===== src/rtl/stopwatch_pkg.sv =====
// Shared definitions for the stopwatch control slice: state encoding and default sizing.
package stopwatch_pkg;

  typedef enum logic [2:0] {
    IDLE  = 3'd0,
    RUN   = 3'd1,
    PAUSE = 3'd2,
    LAP   = 3'd3,
    SAT   = 3'd4
  } sw_state_t;

  localparam int CNT_W_DEF      = 14;
  localparam int MAX_TENTHS_DEF = 9999;

endpackage


===== src/rtl/btn_edge.sv =====
// Rising-edge detector for a debounced button level; the history flop resets to
// RST_VAL so a button held through reset release produces no edge.
module btn_edge #(
  parameter logic RST_VAL = 1'b1
) (
  input  logic clk,
  input  logic rst,
  input  logic i_btn,
  output logic o_edge
);

  logic r_btn_q;

  always_ff @(posedge clk or posedge rst) begin
    if (rst) r_btn_q <= RST_VAL;
    else     r_btn_q <= i_btn;
  end

  assign o_edge = i_btn & ~r_btn_q;

endmodule


===== src/rtl/stopwatch_ctrl.sv =====
// Stopwatch control FSM: button edges drive counter enable/clear and the display value.
// Lap-freeze support is compiled in only when STOPWATCH_LAP_EN is defined.
module stopwatch_ctrl
  import stopwatch_pkg::*;
#(
  parameter int CNT_W      = CNT_W_DEF,
  parameter int MAX_TENTHS = MAX_TENTHS_DEF
) (
  input  logic             clk,
  input  logic             rst,
  input  logic             btn_ss,
  input  logic             btn_lr,
  input  logic [CNT_W-1:0] count_in,
  output logic             cnt_enable,
  output logic             cnt_clear,
  output logic [CNT_W-1:0] disp_value,
  output logic             running,
  output logic             lap_active,
  output logic             saturated
);

  localparam logic [CNT_W-1:0] MAX_V = CNT_W'(MAX_TENTHS);

  logic             w_ss, w_lr, w_sat, w_clear;
  sw_state_t        r_state, w_next;
  logic [CNT_W-1:0] w_disp;
  logic             r_enable, r_clear, r_running, r_saturated;
  logic [CNT_W-1:0] r_disp;

  btn_edge #(.RST_VAL(1'b1)) u_edge_ss (.clk(clk), .rst(rst), .i_btn(btn_ss), .o_edge(w_ss));
  btn_edge #(.RST_VAL(1'b1)) u_edge_lr (.clk(clk), .rst(rst), .i_btn(btn_lr), .o_edge(w_lr));

  // >= so a counter that skips past the limit still saturates
  assign w_sat = (count_in >= MAX_V);

`ifdef STOPWATCH_LAP_EN
  logic [CNT_W-1:0] r_lap, w_lap;
  logic             r_lap_active;
`endif

  always_comb begin
    w_next  = r_state;
    w_clear = 1'b0;
`ifdef STOPWATCH_LAP_EN
    w_lap   = r_lap;
`endif
    case (r_state)
      IDLE: begin
        if (w_ss)      w_next = RUN;
        else if (w_lr) w_clear = 1'b1;
      end
      RUN: begin
        if (w_sat)     w_next = SAT;
        else if (w_ss) w_next = PAUSE;
`ifdef STOPWATCH_LAP_EN
        else if (w_lr) begin
          w_next = LAP;
          w_lap  = count_in;
        end
`endif
      end
`ifdef STOPWATCH_LAP_EN
      LAP: begin
        if (w_sat)     w_next = SAT;
        else if (w_ss) w_next = PAUSE;
        else if (w_lr) w_next = RUN;
      end
`endif
      PAUSE: begin
        if (w_ss) w_next = RUN;
        else if (w_lr) begin
          w_next  = IDLE;
          w_clear = 1'b1;
        end
      end
      SAT: begin
        if (w_lr) begin
          w_next  = IDLE;
          w_clear = 1'b1;
        end
      end
      default: w_next = IDLE;
    endcase
  end

  // Display source follows the state being entered, so it lands with the state change
  always_comb begin
    w_disp = '0;
    case (w_next)
      RUN, PAUSE: w_disp = count_in;
`ifdef STOPWATCH_LAP_EN
      LAP:        w_disp = w_lap;
`endif
      SAT:        w_disp = MAX_V;
      default:    w_disp = '0;
    endcase
  end

  always_ff @(posedge clk or posedge rst) begin
    if (rst) begin
      r_state     <= IDLE;
      r_enable    <= 1'b0;
      r_clear     <= 1'b0;
      r_running   <= 1'b0;
      r_saturated <= 1'b0;
      r_disp      <= '0;
    end else begin
      r_state     <= w_next;
      r_enable    <= (w_next == RUN) || (w_next == LAP);
      r_clear     <= w_clear;
      r_running   <= (w_next == RUN) || (w_next == LAP);
      r_saturated <= (w_next == SAT);
      r_disp      <= w_disp;
    end
  end

`ifdef STOPWATCH_LAP_EN
  always_ff @(posedge clk or posedge rst) begin
    if (rst) begin
      r_lap        <= '0;
      r_lap_active <= 1'b0;
    end else begin
      r_lap        <= w_lap;
      r_lap_active <= (w_next == LAP);
    end
  end
  assign lap_active = r_lap_active;
`else
  assign lap_active = 1'b0;
`endif

  assign cnt_enable = r_enable;
  assign cnt_clear  = r_clear;
  assign running    = r_running;
  assign saturated  = r_saturated;
  assign disp_value = r_disp;

endmodule


===== config.mk =====
export PLATFORM = sky130hd
export DESIGN_NAME = stopwatch_ctrl
export DESIGN_NICKNAME = d
export VERILOG_FILES = /design/src/rtl/stopwatch_pkg.sv /design/src/rtl/btn_edge.sv /design/src/rtl/stopwatch_ctrl.sv
export SDC_FILE = /design/constraint.sdc
export NUM_CORES = 1
export LEC_CHECK = 0
export CORE_AREA = 4 4 53 55
export CTS_CLUSTER_SIZE = 30
export DETAILED_ROUTE_END_ITERATION = 6
export DIE_AREA = 0 0 57 59
export PLACE_DENSITY = 0.78
export SETUP_SLACK_MARGIN = 0.15
export SYNTH_ARGS = -nofsm -noshare
export SYNTH_HDL_FRONTEND = slang
export SYNTH_SLANG_ARGS = --single-unit

===== constraint.sdc =====
create_clock -name clk -period 1.85 [get_ports clk]
set_input_delay 0.37 -clock clk [delete_from_list [all_inputs] [get_ports clk]]
set_output_delay 0.37 -clock clk [all_outputs]
set_load 0.05 [all_outputs]

**Word-level counts from Yosys, hierarchy flattened**

Index checks and enable logic that the tools add are counted.

- Equal/unequal tests: 7
- Bitwise gates (word level): 4
- Reductions and logical operators: 4
- $lt $le $gt $ge: 1
- Mux-type cells: 10

Operators with widths:

| cell | count |
|---|---|
| 14-bit case mux with 2 select lines | 1 |
| 3-bit two-way mux | 5 |
| 14-bit >= comparator, second input constant | 1 |
| 3-bit case mux with 4 select lines | 1 |
| 3-bit by 2-bit == test with 1-bit output, second input constant | 3 |
| 3-bit by 1-bit == test with 1-bit output, second input constant | 2 |
| 3-bit == test, second input constant | 2 |
| 2-bit OR reduction | 2 |
| 3-bit zero test | 1 |
| 1-bit AND | 2 |
| 1-bit two-way mux | 2 |
| 1-bit NOT | 2 |
| 1-bit case mux with 2 select lines | 1 |
| 1-bit logical OR | 1 |

- Word-level logic and storage cells: 33
- Input bits: 18
- Register bits: 22
- Output and inout port bits: 19

**Longest topological paths before layout**

Gate-level depths: netlist (run 1).

- Depth in word-level cells: 8
- Depth in mapped cells: 5

**By module**

From an unflattened synthesis (run 1), not the netlist that was laid out.

- Cells, all modules: 68
- Area total of the unflattened synthesis: 904.6 µm²

Modules (own cells, without submodules):

| module | area an instance (µm²) | cells an instance | times used |
|---|---|---|---|
| stopwatch_ctrl | 817.0 | 62 | 1 |
| btn_edge | 43.8 | 3 | 2 |

**Least setup slack after synthesis (run 1)**

OpenSTA, ideal clock, no wires.

- Path type: reg2reg
- From: register u_edge_lr.r_btn_q
- To: register r_disp[0] (netlist: disp_value[0])
- Required time: 1.785 ns
- Path buffers: 0
- Clock period less this slack: 1.361 ns
- Slack: 0.489 ns
- Arrival: 1.296 ns
- Stages on the path, launching flop included: 5
- Cells stage by stage: dfstp_2 > nand2b_4 > nand3_1 > a221oi_4 > a21o_1

- Cells in the longest elaborated chain, start to end: 8
- Elaborated cells on any way between the ends: 10
- Classes of those cells: eq/ne: 3; mux: 4; bitwise: 2; reduce/logical: 1

Ends and longest elaborated chain:

| item | line | source |
|---|---|---|
| start: declaration | btn_edge.sv:12 | `logic r_btn_q;` |
| start signal: assignment | btn_edge.sv:16 | `else r_btn_q <= i_btn;` |
| 1-bit NOT * | btn_edge.sv:19 | `assign o_edge = i_btn & ~r_btn_q;` |
| 1-bit AND * | btn_edge.sv:19 |  |
| 3-bit two-way mux * | stopwatch_ctrl.sv:71, stopwatch_ctrl.sv:77 |  |
| 3-bit two-way mux | stopwatch_ctrl.sv:70 | `if (w_ss) w_next = RUN;` |
| 3-bit case mux with 4 select lines * | stopwatch_ctrl.sv:47 | `case (r_state)` |
| 3-bit by 1-bit == test with 1-bit output or 3-bit by 2-bit == test with 1-bit output (tied branches) | stopwatch_ctrl.sv:89 | `case (w_next)` |
| 2-bit OR reduction | stopwatch_ctrl.sv:89 |  |
| 14-bit case mux with 2 select lines * | stopwatch_ctrl.sv:89 |  |
| net w_disp[0] | stopwatch_ctrl.sv:26 | `logic [CNT_W-1:0] w_disp;` |
| end signal: assignment | stopwatch_ctrl.sv:113 | `r_disp <= w_disp;` |
| end: declaration | stopwatch_ctrl.sv:28 | `logic [CNT_W-1:0] r_disp;` |

Mark *: on every way through the listed nets, which the timed path passes. The rest lies on a longest branch.

**Worst setup path in the final report (run 1)**

- From: input port count_in[1]
- To: register r_disp[8] (netlist: disp_value[8])

- Cells in the longest elaborated chain, start to end: 6
- Elaborated cells on any way between the ends: 8
- Classes of those cells: order compare: 1; eq/ne: 3; mux: 3; reduce/logical: 1

Ends and longest elaborated chain:

| item | line | source |
|---|---|---|
| start: declaration | stopwatch_ctrl.sv:13 | `input logic [CNT_W-1:0] count_in,` |
| 14-bit >= comparator * | stopwatch_ctrl.sv:34 | `assign w_sat = (count_in >= MAX_V);` |
| 3-bit two-way mux * | stopwatch_ctrl.sv:53 | `if (w_sat) w_next = SAT;` |
| 3-bit case mux with 4 select lines * | stopwatch_ctrl.sv:47 |  |
| 3-bit by 1-bit == test with 1-bit output or 3-bit by 2-bit == test with 1-bit output (tied branches) | stopwatch_ctrl.sv:89 |  |
| 2-bit OR reduction | stopwatch_ctrl.sv:89 |  |
| 14-bit case mux with 2 select lines * | stopwatch_ctrl.sv:89 |  |
| net w_disp[8] | stopwatch_ctrl.sv:26 |  |

Marked as above.

==> out/metrics.cfg, run 1 <==
[status]
outcome=complete, no violations

[critical_path]
cpPeakStageDelay_ns=0.50
critPathKind=input pin to flop
crit_family=compound AO/OA/AOI/OAI gates
cp.buffers_inverters=1
cp_max_fo=9
critPathCaptureType=flop
cp.required_ns=2.09
critPathArrivalTime_ns=1.81
path_cells=clkdlybuf4s50_1, nand4_1, a21o_2, a221oi_4, a21o_1
critical_path.slowest_cell=clkdlybuf4s50_1
crit_path_start_kind=input pin

[global_routing]
track_usage_pct=11.9
grt_max_degree=15
grt_pass1_vias=686
grt_remaining_overflow=0
grt_util_met1_pct=15.2
grt_use_met3_pct=3.05
use_met2_pct=18.4
grt_pass1_wl_mm=3.07
grt_antenna_before_repair=0
grt.busiest_layer=met2

[place]
port_buffers=35
numPlacedInstances=133
gp_congestion=0.887
hpwl_mm=1.44

[finish]
instances_no_fill=137
diodes=0
multi_input_area_um2=317
fin_nets=126
fillers=230
seqCellArea_um2=553
post_route_cells_drive_above_1_share_pct=21.5
area_growth_syn_to_layout_pct=41.7
final_core_util_pct=53.8

[clocking]
clock-root-buffer=clkbuf_4
cts_tree=yes
ctsHoldBuffers=0
cts_made_buffers=3
clk_pin_slew_worst_paths_ns=0.11
cts_sinks=22
cts_max_path_buffers=2
cts_max_level=1
clock_latency_ns=0.29

[timing]
rsz0062_at_grt=no
hold_violations=0
final.setup_skew_ns=0.00509
setup_viol=0
period_share_pct=85.0
report.final.slew_viol_count=0
max_freq_ghz=0.636
period_minus_slack_ns=1.57

[synth]
synth-xor-area-share_pct=0
ys_seq_area_share_pct=61.0
yosysTopAreaCellShare_pct=55.2
ys_ff_latch=22
synthAdderAreaFrac_pct=0
synth_mux_area_share_pct=0
synth_top_family_by_area=compound AO/OA/AOI/OAI gates
synth_compound_area_share_pct=19.9
yosysUniqueCellTypes=27
synthesis.area_um2=907
synthesis.nets=86
yosys-top-cells-area=dfrtp_1, a21o_1, dfstp_2
ys_warn_count=0
synth.avg_cell_area_um2=13.3
synth_largest_area_cell=dfrtp_1
synth-simple-area-share_pct=14.6
synthCells=68

[power_and_ir_drop]
leakagePower_nw=0.672
peakVddDrop_uv=552
power.density_mw_per_mm2=1120

[routing]
drcViolationCount=0
firstDrtPassIters=4
drt_iter0_markers=12
num_vias=664
routed_wl_mm=1.86
ant_nets=0
wl_per_cell_um=13.6
avgViaCountPerCell=4.85

[run]
max_cap_viol_count=0

[floorplan]
ios=37
die_h_um=59
placementRows=18
core_region_area_mm2=0.00239
die_x_um=57
floorplan.initialDensity_pct=38.0
die_area_mm2=0.00336

[min_path]
hold_path_class=input pin to async pin

==> flip-flops by register name, indices dropped and copies added, names as in the netlist <==
register,count
cnt_clear,1
u_edge_ss.r_btn_q,1
disp_value,14
saturated,1
r_state,3
running,1
u_edge_lr.r_btn_q,1
==> kinds of logic after synthesis <==
| logic type | count (synthesis) |
|---|---|
| DFF | 22 |
| other | 1 |
| and+or+nand+nor | 20 |
| AOI/OAI and AO/OA | 19 |
| buffers and inverters | 6 |
==> power by group <==
part,internal (mW),switching [mW],leakage [nW]
Combinational,0.200,0.422,0.372
Clock,0.0838,0.131,0.0150
Sequential,0.565,0.0377,0.285
Total,0.849,0.591,0.672
==> timing repair <==
action / 4_1_cts / 5_1_grt
setup buffers: 0 / 0
endpoints found under the setup margin: 10 / 0
resized for setup: 10 / 0
endpoints found under the hold margin: 0 / 0
==> layout by cell type, fill, tap and decap left out <==
master / count
dfrtp_1: 20
clkdlybuf4s50_1: 17
buf_4: 11
dlygate4sd2_1: 10
a21o_1: 8
and2_1: 6
nand4_1: 3
o21ai_1: 3
clkbuf_4: 3
nand2b_4: 2
nand2_1: 2
nor2_1: 2
inv_1: 2
dfstp_2: 2
nor4_1: 1
a21o_2: 1
o21a_1: 1
nor3_2: 1
nand2b_1: 1
nor2b_1: 1
nand3_1: 1
a31oi_2: 1
a221oi_4: 1
clkinv_1: 1
a21oi_1: 1
o2bb2ai_4: 1
a2111oi_0: 1
a221oi_1: 1
conb_1: 1
clkbuf_1: 1
==> metrics by stage <==
step / setup TNS [ns] / hold slack (ns) / worst slack, ns / instance area, um2 / power [mW]
3_5_place_dp: -0.0121 / 0.546 / -0.00842 / 1270 / 1.27
5_1_grt: 0 / 0.375 / 0.214 / 1280 / 1.51
4_1_cts: 0 / 0.360 / 0.278 / 1280 / 1.45
3_3_place_gp: 0 / 0.536 / 0.00619 / 1270 / 1.26
6_report: 0 / 0.353 / 0.277 / 1280 / 1.44
2_1_floorplan: 0 / 0.358 / 0.489 / 907 / 1.06
==> synth_stat cells <==
cell type,n
dfrtp_1,20
a21o_1,8
and2_1,6
nand4_1,3
o21ai_1,3
buf_4,2
dfstp_2,2
inv_1,2
nand2_1,2
nand2b_4,2
nor2_1,2
a2111oi_0,1
a21o_2,1
a21oi_1,1
a221oi_1,1
a221oi_4,1
a31oi_2,1
buf_6,1
clkinv_1,1
conb_1,1
nand2b_1,1
nand3_1,1
nor2b_1,1
nor3_2,1
nor4_1,1
o21a_1,1
o2bb2ai_4,1
==> layer usage <==
layer / up-vias / part of all wire (%)
met5: - / 0
met4: 0 / 1.5
met3: 2 / 9.4
met2: 31 / 47
met1: 318 / 42
li1: 313 / -
==> path summary, 6_finish.rpt <==
check	startpoint	endpoint	slack, ns	depth (start not counted)
worst min-delay path	rst	disp_value[10]	0.35	2
worst max register to register	u_edge_lr.r_btn_q	disp_value[8]	0.34	4
min in group clk	btn_ss	u_edge_ss.r_btn_q	0.52	1
worst min register to register	r_state[0]	cnt_clear	0.56	1
max in group asynchronous	rst	disp_value[12]	0.99	3
worst max-delay path	count_in[1]	disp_value[8]	0.28	5
==> layout make-up <==
class                      count  share of cell area (%)
tap                           30                    2.92
sequential                    22                    43.0
timing repair buffer          38                    26.5
multi-input combinational     40                    24.6
clock buffer                   4                    2.04
inverter                       3                   0.876
Note: power is estimated with default switching activity, not from simulation.
==> inputs of run 2 (changes only) <==
--- a/config.mk
+++ b/config.mk
@@ -5,11 +5,13 @@
 export SDC_FILE = /design/constraint.sdc
 export NUM_CORES = 1
 export LEC_CHECK = 0
-export CORE_AREA = 4 4 53 55
+export CELL_PAD_IN_SITES_DETAIL_PLACEMENT = 1
+export CELL_PAD_IN_SITES_GLOBAL_PLACEMENT = 1
+export CORE_AREA = 4 4 66 68
 export CTS_CLUSTER_SIZE = 30
 export DETAILED_ROUTE_END_ITERATION = 6
-export DIE_AREA = 0 0 57 59
-export PLACE_DENSITY = 0.78
+export DIE_AREA = 0 0 70 72
+export PLACE_DENSITY_LB_ADDON = 0.1
 export SETUP_SLACK_MARGIN = 0.15
 export SYNTH_ARGS = -nofsm -noshare
 export SYNTH_HDL_FRONTEND = slang
==> run 2 against run 1 <==
Net effect: hold slack got worse by 0.0091 ns; sequential share of layout area decreased by 2.7 points; clock skew increased by 0.0043 ns; via count decreased by 0.60%; largest power group unchanged; highest routed layer unchanged.
==> out/metrics.cfg, run 2 (synthesis gave the netlist of run 1 again) <==
[critical_path]
cp.required_ns=2.00  ; was 2.09 ns
critPathCaptureType=flop  ; unchanged
reg2reg_to=disp_value[10]  ; was disp_value[8]
cp_max_fo=9  ; unchanged
ff2ff_path_depth=5  ; was 4
crit_path_start_kind=input pin  ; unchanged
critPathArrivalTime_ns=1.75  ; was 1.81 ns
rrSetupSlack_ns=0.37  ; was 0.34 ns
critPathKind=input pin to flop  ; unchanged
timing.rr.start=u_edge_lr.r_btn_q  ; unchanged

[finish]
fillers=431  ; was 230
post_route_cells_drive_above_1_share_pct=29.7  ; was 21.5%
largest_reg_flops=14  ; unchanged
final_cell_mix=dfrtp_1, buf_4, clkdlybuf4s50_1  ; was dfrtp_1, clkdlybuf4s50_1, buf_4
final_common_cell=dfrtp_1  ; unchanged
instances_no_fill=161  ; was 137
diodes=0  ; unchanged
area_growth_syn_to_layout_pct=51.0  ; was 41.7%
finalInstanceArea_mm2=0.00137  ; was 0.00128 mm2
fin_nets=130  ; was 126

[place]
dpl_cell_area_mm2=0.00132  ; was 0.00127 mm2
gp_congestion=0.685  ; was 0.887
numPlacedInstances=157  ; was 133
dp_slack_ns=-0.0965  ; was -0.00842 ns
port_buffers=35  ; unchanged
hpwl_mm=1.62  ; was 1.44 mm

[clocking]
cts_sinks=22  ; unchanged
cts_max_level=1  ; unchanged
cts_tree=yes  ; unchanged
clock_latency_ns=0.26  ; was 0.29 ns
clk_pin_slew_worst_paths_ns=0.08  ; was 0.11 ns
cts_max_path_buffers=2  ; unchanged
cts_made_buffers=3  ; unchanged
clock-root-buffer=clkbuf_8  ; was clkbuf_4

[floorplan]
placementRows=23  ; was 18
die_h_um=72  ; was 59 um
die_area_mm2=0.00504  ; was 0.00336 mm2
core_region_area_mm2=0.00386  ; was 0.00239 mm2
floorplan.initialDensity_pct=23.5  ; was 38.0%
ios=37  ; unchanged
die_x_um=70  ; was 57 um

[timing]
setup_viol=0  ; unchanged
timing.final.ws_setup_ns=0.246  ; was 0.277 ns
rsz0062_at_grt=no  ; unchanged
period_minus_slack_ns=1.60  ; was 1.57 ns
hold_violations=0  ; unchanged
hold_slack_ns=0.344  ; was 0.353 ns
period_share_pct=86.7  ; was 85.0%
final.setup_skew_ns=0.00938  ; was 0.00509 ns
report.final.slew_viol_count=0  ; unchanged
max_freq_ghz=0.623  ; was 0.636 GHz

[global_routing]
grt_remaining_overflow=0  ; unchanged
grt_max_degree=17  ; was 15
track_usage_pct=8.35  ; was 11.9%
grt_antenna_before_repair=0  ; unchanged
grt_pass1_vias=721  ; was 686
grt_pass1_wl_mm=3.30  ; was 3.07 mm

[routing]
firstDrtPassIters=4  ; unchanged
num_vias=660  ; was 664
avgViaCountPerCell=4.10  ; was 4.85
drt_iter0_markers=11  ; was 12
routed_wl_mm=2.05  ; was 1.86 mm
ant_nets=0  ; unchanged
drcViolationCount=0  ; unchanged
wl_per_cell_um=12.7  ; was 13.6 um

[power_and_ir_drop]
power.density_mw_per_mm2=1160  ; was 1120 mW/mm2
peakVddDrop_uv=425  ; was 552 uV
p_total_mw=1.58  ; was 1.44 mW
leakagePower_nw=0.698  ; was 0.672 nW

[min_path]
hold_path_class=input pin to async pin  ; unchanged

[status]
outcome=complete, no violations  ; unchanged

[run]
max_cap_viol_count=0  ; unchanged

[run 2: per-layer routing]
metal	vias to the layer above	routed length (um)	track usage (%)
met5	-	0	0
met4	0	17	3.83
met3	2	108	2.35
met2	18	1030	14.2
met1	321	892	9.85
li1	319	-	-
[run 2: how the worst max path moves through the flow]
stage / start / to / cells after the start
after floorplan: u_edge_lr.r_btn_q / disp_value[0] / 4
after global placement: count_in[1] / disp_value[10] / 6
after detailed placement: count_in[6] / disp_value[10] / 6
after CTS: count_in[6] / disp_value[10] / 6
after global routing: count_in[6] / disp_value[10] / 6
final: count_in[6] / disp_value[2] / 6
[run 2: layout make-up]
cell class,count,area (um2),area share [%]
well taps,50,62.6,4.57
repair buffers,42,365,26.7
clock buffers,4,55.1,4.02
flip-flops and latches,22,553,40.4
multi-input cells,40,323,23.6
inverters,3,11.3,0.822
[run 2: power breakdown]
part | internal [mW] | total [mW] | switching [mW]
Combinational | 0.214 | 0.639 | 0.426
Clock | 0.189 | 0.341 | 0.152
Sequential | 0.565 | 0.602 | 0.0371
[run 2: per-stage QoR]
stage | setup TNS (ns) | util (%)
after floorplan | 0 | -
after global placement | -0.126 | 34.1
after detailed placement | -0.835 | 34.1
after CTS | 0 | 35.4
after global routing | 0 | 35.5
final | 0 | 35.5
[run 2: timing repair]
action | 4_1_cts | 5_1_grt
gates resized for setup | 6 | 1
setup buffers | 0 | 0
setup endpoints to repair | 6 | 8
hold buffers | 0 | 0
[run 2: critical path, cell delays in order]
cell and delay, ns:
clkdlybuf4s50_1 0.43, nor4_2 0.31, a21o_2 0.24, a221oi_4 0.08, buf_4 0.18, a21o_1 0.15
==> inputs of run 3 (changes only) <==
--- a/config.mk
+++ b/config.mk
@@ -5,6 +5,7 @@
 export SDC_FILE = /design/constraint.sdc
 export NUM_CORES = 1
 export LEC_CHECK = 0
+export CAP_MARGIN = 20
 export CELL_PAD_IN_SITES_DETAIL_PLACEMENT = 1
 export CELL_PAD_IN_SITES_GLOBAL_PLACEMENT = 1
 export CORE_AREA = 4 4 66 68
==> results of run 3 <==
Final layout, timing and power as in run 2 (identical DEF).
